==> config.mk <==
export PLATFORM = sky130hd
export DESIGN_NAME = mul_sequencer
export DESIGN_NICKNAME = d
export VERILOG_FILES = /design/src/rtl/mul_sequencer.sv
export SDC_FILE = /design/constraint.sdc
export NUM_CORES = 1
export LEC_CHECK = 0
export ABC_CLOCK_PERIOD_IN_PS = 3700
export BUFFER_PORTS_ARGS = -buffer_cell sky130_fd_sc_hd__buf_2
export CELL_PAD_IN_SITES_DETAIL_PLACEMENT = 0
export CELL_PAD_IN_SITES_GLOBAL_PLACEMENT = 2
export CORE_UTILIZATION = 30
export CTS_CLUSTER_DIAMETER = 200
export DETAILED_ROUTE_END_ITERATION = 7
export PLACE_DENSITY = 0.92
export SKIP_CTS_REPAIR_TIMING = 1
export SYNTH_ARGS = -nofsm -noshare
export SYNTH_HDL_FRONTEND = slang
export SYNTH_SLANG_ARGS = --single-unit
==> constraint.sdc <==
create_clock -name clk -period 3.7 [get_ports clk]
set_input_delay 0.74 -clock clk [delete_from_list [all_inputs] [get_ports clk]]
set_output_delay 0.74 -clock clk [all_outputs]
set_load 0.03 [all_outputs]
==> src/rtl/mul_sequencer.sv <==
// rtl/mul_sequencer.sv - shift-add MUL/IMUL sequencer driving the shared 16-bit ALU
// MUL_SIGNED_EN enables IMUL (operand abs-value, NEG_LO/NEG_HI product negation).
`ifndef MC_ALUOp_t_BITS
`define MC_ALUOp_t_BITS 5
`endif

module mul_sequencer (
  input  logic                          clk,
  input  logic                          reset,
  input  logic                          start,
  input  logic                          is_8_bit,
  input  logic                          is_signed,
  input  logic [15:0]                   multiplicand,
  input  logic [15:0]                   multiplier,
  output logic                          busy,
  output logic                          done,
  output logic [15:0]                   result_hi,
  output logic [15:0]                   result_lo,
  output logic                          overflow,
  output logic [15:0]                   alu_a,
  output logic [15:0]                   alu_b,
  output logic [`MC_ALUOp_t_BITS-1:0]   alu_op,
  output logic                          alu_is_8_bit,
  output logic [15:0]                   alu_flags_in,
  input  logic [15:0]                   alu_out,
  input  logic [15:0]                   alu_flags_out
);
  localparam logic [`MC_ALUOp_t_BITS-1:0] ALUOp_SELA = `MC_ALUOp_t_BITS'(0);
  localparam logic [`MC_ALUOp_t_BITS-1:0] ALUOp_ADD  = `MC_ALUOp_t_BITS'(1);
  localparam logic [`MC_ALUOp_t_BITS-1:0] ALUOp_ADC  = `MC_ALUOp_t_BITS'(2);
  localparam int CF_IDX = 0;

  typedef enum logic [2:0] {
    S_IDLE, S_ITERATE, S_NEG_LO, S_NEG_HI, S_DONE
  } state_t;

  state_t      state;
  logic [4:0]  cnt;
  logic [31:0] p;
  logic [31:0] p_next;
  logic [15:0] mcand;
  logic        mode_8;
  logic        accept;
  logic [15:0] mc_op;
  logic [15:0] mp_op;
  logic        neg_in;
  logic        sgn_in;

  assign accept       = start && (state == S_IDLE || state == S_DONE);
  assign p_next       = {alu_flags_out[CF_IDX], alu_out, p[15:1]};
  assign alu_is_8_bit = 1'b0;

  function automatic logic ovf_calc(input logic m8, input logic sg,
                                    input logic [15:0] hi, input logic [15:0] lo);
    logic r;
    if (m8) r = sg ? (lo[15:8] != {8{lo[7]}}) : (lo[15:8] != 8'h00);
    else    r = sg ? (hi != {16{lo[15]}})     : (hi != 16'h0000);
    return r;
  endfunction

`ifdef MUL_SIGNED_EN
  logic        sgn;
  logic        neg;
  logic        cf_lat;
  logic        mc_sign;
  logic        mp_sign;
  logic [7:0]  mc_neg8;
  logic [7:0]  mp_neg8;
  logic        unused_sig;

  // Absolute value at the operand width; 8-bit results stay zero-extended
  always_comb begin
    mc_sign = is_8_bit ? multiplicand[7] : multiplicand[15];
    mp_sign = is_8_bit ? multiplier[7]   : multiplier[15];
    mc_neg8 = ~multiplicand[7:0] + 8'd1;
    mp_neg8 = ~multiplier[7:0] + 8'd1;
    mc_op   = is_8_bit ? {8'h00, multiplicand[7:0]} : multiplicand;
    mp_op   = is_8_bit ? {8'h00, multiplier[7:0]}   : multiplier;
    if (is_signed && mc_sign) mc_op = is_8_bit ? {8'h00, mc_neg8} : (~multiplicand + 16'd1);
    if (is_signed && mp_sign) mp_op = is_8_bit ? {8'h00, mp_neg8} : (~multiplier + 16'd1);
    sgn_in  = is_signed;
    neg_in  = is_signed && (mc_sign ^ mp_sign);
  end
  assign unused_sig = ^alu_flags_out[15:1];
`else
  logic unused_sig;
  always_comb begin
    mc_op  = is_8_bit ? {8'h00, multiplicand[7:0]} : multiplicand;
    mp_op  = is_8_bit ? {8'h00, multiplier[7:0]}   : multiplier;
    sgn_in = 1'b0;
    neg_in = 1'b0;
  end
  assign unused_sig = ^{alu_flags_out[15:1], is_signed, sgn_in, neg_in};
`endif

  always_comb begin
    alu_a        = 16'h0000;
    alu_b        = 16'h0000;
    alu_op       = ALUOp_SELA;
    alu_flags_in = 16'h0000;
    case (state)
      S_ITERATE: begin
        alu_a  = p[31:16];
        alu_b  = p[0] ? mcand : 16'h0000;
        alu_op = ALUOp_ADD;
      end
`ifdef MUL_SIGNED_EN
      S_NEG_LO: begin
        alu_a  = ~result_lo;
        alu_b  = 16'h0001;
        alu_op = ALUOp_ADD;
      end
      S_NEG_HI: begin
        alu_a                = ~result_hi;
        alu_op               = ALUOp_ADC;
        alu_flags_in[CF_IDX] = cf_lat;
      end
`endif
      default: ;
    endcase
  end

  always_ff @(posedge clk or posedge reset) begin
    if (reset) begin
      state     <= S_IDLE;
      busy      <= 1'b0;
      done      <= 1'b0;
      overflow  <= 1'b0;
      result_hi <= 16'h0000;
      result_lo <= 16'h0000;
      p         <= 32'h0;
      cnt       <= 5'd0;
      mcand     <= 16'h0000;
      mode_8    <= 1'b0;
`ifdef MUL_SIGNED_EN
      sgn       <= 1'b0;
      neg       <= 1'b0;
      cf_lat    <= 1'b0;
`endif
    end else begin
      case (state)
        S_ITERATE: begin
          p   <= p_next;
          cnt <= cnt - 5'd1;
          if (cnt == 5'd1) begin
            result_hi <= mode_8 ? 16'h0000 : p_next[31:16];
            result_lo <= mode_8 ? p_next[23:8] : p_next[15:0];
`ifdef MUL_SIGNED_EN
            if (neg) begin
              state <= S_NEG_LO;
            end else
`endif
            begin
              state    <= S_DONE;
              busy     <= 1'b0;
              done     <= 1'b1;
`ifdef MUL_SIGNED_EN
              overflow <= ovf_calc(mode_8, sgn, mode_8 ? 16'h0000 : p_next[31:16],
                                   mode_8 ? p_next[23:8] : p_next[15:0]);
`else
              overflow <= ovf_calc(mode_8, 1'b0, mode_8 ? 16'h0000 : p_next[31:16],
                                   mode_8 ? p_next[23:8] : p_next[15:0]);
`endif
            end
          end
        end
`ifdef MUL_SIGNED_EN
        S_NEG_LO: begin
          result_lo <= alu_out;
          cf_lat    <= alu_flags_out[CF_IDX];
          if (mode_8) begin
            state    <= S_DONE;
            busy     <= 1'b0;
            done     <= 1'b1;
            overflow <= ovf_calc(1'b1, sgn, result_hi, alu_out);
          end else begin
            state <= S_NEG_HI;
          end
        end
        S_NEG_HI: begin
          result_hi <= alu_out;
          state     <= S_DONE;
          busy      <= 1'b0;
          done      <= 1'b1;
          overflow  <= ovf_calc(1'b0, sgn, alu_out, result_lo);
        end
`endif
        default: begin
          // IDLE and DONE both accept a new request
          done <= 1'b0;
          if (accept) begin
            state  <= S_ITERATE;
            busy   <= 1'b1;
            mode_8 <= is_8_bit;
            cnt    <= is_8_bit ? 5'd8 : 5'd16;
            p      <= {16'h0000, mp_op};
            mcand  <= mc_op;
`ifdef MUL_SIGNED_EN
            sgn    <= sgn_in;
            neg    <= neg_in;
`endif
          end else begin
            state <= S_IDLE;
            busy  <= 1'b0;
          end
        end
      endcase
    end
  end
endmodule
==> metrics.cfg <==
[logic_synthesis]
postSynthCellCount = 396
yosys_warnings = 0
avgSynthCellArea_um2 = 10.82
async_reset_ff_share_pct = 100.0
syn-cell-area_um2 = 4284
synth_edf_count = 0
synth.largest_area_cell = dfrtp_1
synthAdderAreaFrac_pct = 0.5841
synth_top_family_by_area = simple AND/OR/NAND/NOR gates
synth_compound_area_share_pct = 11.80
ys_ff_latch = 89
synthSimpleGateAreaFrac_pct = 18.46
ys_seq_area_share_pct = 51.99
yosys-top-cells-count = dfrtp_1, nand2_1, a21oi_1, and3_1, buf_4
yosys.area.top_type_share_pct = 51.99
synth_area_leaders = dfrtp_1, nand2_1, mux2i_1
synth.most_common_cell = dfrtp_1
synth_ff_type = dfrtp_1
synth_cell_type_count = 37
synth_xor_area_share_pct = 0
synthMuxAreaShare_pct = 9.054

[place]
hpwl_mm = 7.846
place_area_um2 = 4947
post-place-ws_ns = 1.132
numPortBuffers = 120
gp_congestion = 0.8132

[critical_path]
critPathLaunchType = flop
setup.worst_path.end_class = output port
slowest_stage = inv_2
cp_num_buf_inv = 3
path_max_fanout = 39
slowest_delay_ns = 0.53
cp.arrival_ns = 2.21
cp_top_family = buffers and inverters
crit_chain = nand2b_1 > inv_2 > buf_4 > and3_1 > buf_2
required_ns = 2.96
worst-setup-path-type = reg2out

[cts]
insertion_delay_ns = 0.35
tritoncts = done
htreeDepth = 3
ctsLongestPathBuffers = 2
numCtsBuffers = 9
clkSinkCount = 89
root_buffer = clkbuf_16
path_clk_slew_ns = 0.07

[sta]
tns_ns = 0
finalHoldViolCount = 0
period_share_pct = 79.76
slew_violations = 0
setup_violations = 0
worstMarginPinSlew_ns = 0.8111
max_freq_ghz = 0.3388
worst_slack_ns = 0.7487
clock_skew_ns = 0.007774
slew_headroom_pct = 45.87
finalCriticalPeriod_ns = 2.951
rsz0062_at_grt = false

[routing]
drtIter0Drc = 210
vias = 3405
post_drt_wl_per_cell_um = 16.67
ant_nets = 0
wl_mm = 11.52
via_per_inst = 4.928
dr.pass1.iters = 6
drc_errors = 0

[die]
row_count = 43
fp.dieH_um = 121.5
start_util_pct = 30.86
die-area_um2 = 14760
io_pins = 158
core_um2 = 13880
die_w_um = 121.5

[global_route]
grt_overflow_total = 0
gr-usage-all-layers_pct = 16.44
grt_max_degree = 47
grt_pass1_vias = 3219
antenna_found_initial = 0
grt_pass1_wl_mm = 18.12

[power]
peakVddDrop_uv = 429.8
power_leakage_nw = 2.678
p_per_area_nw_per_um2 = 968.7

[hold_path]
hp-class = reg2reg

[outcome]
outcome = finished, final reports clean

[cells_and_area]
fin_area_um2 = 5225
area_delta_synth_final_pct = 21.96
drive_above_1_share_pct = 32.88
nets = 578
diodes = 0

[flow_run]
drv_cap = 0

[per-layer routing]
| metal | track usage [%] | wire [um] | vias to the layer above |
|---|---|---|---|
| met5 | 0 | 0 | - |
| met4 | 5.170 | 169 | 0 |
| met3 | 4.887 | 873 | 14 |
| met2 | 25.07 | 5302 | 150 |
| met1 | 22.30 | 5177 | 1676 |
| li1 | - | - | 1565 |
[per-stage QoR]
step | std cells | power (mW) | hold slack, ns | utilization [%]
finish | 691 | 5.061 | 0.4589 | 37.64
detailed placement | 676 | 4.193 | 0.4524 | 35.64
global placement | 676 | 4.136 | 0.4442 | 35.64
CTS | 691 | 5.107 | 0.4682 | 37.64
global route | 691 | 5.398 | 0.4865 | 37.64
floorplan | 416 | 3.522 | 0.4305 | -
[power by group]
| part | switching (mW) | internal [mW] |
|---|---|---|
| logic | 1.53 | 0.875 |
| clock network | 0.377 | 0.517 |
| registers | 0.348 | 1.42 |
[cell type report]
class / count / area, um2
Inverter: 4 / 16.27
Clock buffer: 11 / 232.7
Clock inverter: 4 / 45.04
Sequential cell: 89 / 2227
Timing Repair Buffer: 130 / 688.2
Fill cell: 1399 / 8656
Tap cell: 180 / 225.2
Multi-Input combinational cell: 273 / 1790
[placed cells by master (no fill, tap or decap), types with 3 or more instances in the layout]
cell	count
a21oi_1	33
buf_2	120
nor3_1	3
and2_1	16
conb_1	21
mux2_4	10
nand3_1	10
a22oi_1	8
and3_1	24
buf_4	9
clkbuf_16	9
mux2i_1	17
nand3b_1	9
mux2_2	6
a221o_1	10
clkinv_2	4
nor2_2	3
a22o_1	16
dfrtp_1	89
nand2_1	51
nor4_1	3
nor2b_1	16
[final timing paths]
check,startpoint,end,slack (ns),depth (start not counted)
setup reg to reg,cnt[1]$_DFFE_PP0P_,result_hi[3]$_DFFE_PP0P_,1.52,6
min in group asynchronous,reset,result_hi[9]$_DFFE_PP0P_,0.51,2
max in group asynchronous,reset,mcand[8]$_DFFE_PP0P_,2.47,3
setup / recovery,state[2]$_DFFE_PP0P_,alu_b[4],0.75,5
hold reg to reg,mcand[9]$_DFFE_PP0P_,mcand[9]$_DFFE_PP0P_,0.46,2
hold / removal,mcand[9]$_DFFE_PP0P_,mcand[9]$_DFFE_PP0P_,0.46,2
[logic make-up (layout without fill, tap and decap cells)]
kind of cell	count (synthesis)	in the layout
flip-flops	89	89
adder cells (fa/ha/maj)	2	2
other	1	21
AO/OA/AOI/OAI	73	73
buffers and inverters	54	149
AND/OR/NAND/NOR	144	144
multiplexers	33	33
[flip-flops by register name, indices dropped and copies added, names as in the netlist]
register,cells
mcand,16
state,2
result_lo,16
mode_8,1
result_hi,16
cnt,5
overflow,1
p,32
[worst register-to-register path, stage by stage, from the launching register on]
cell and delay, ns:
dfrtp_1 0.40, inv_1 0.08, ha_1 0.14, nor4bb_4 0.27
buf_4 0.26, and2_4 0.51, mux2_2 0.40
Note: power is estimated with default switching activity, not from simulation.
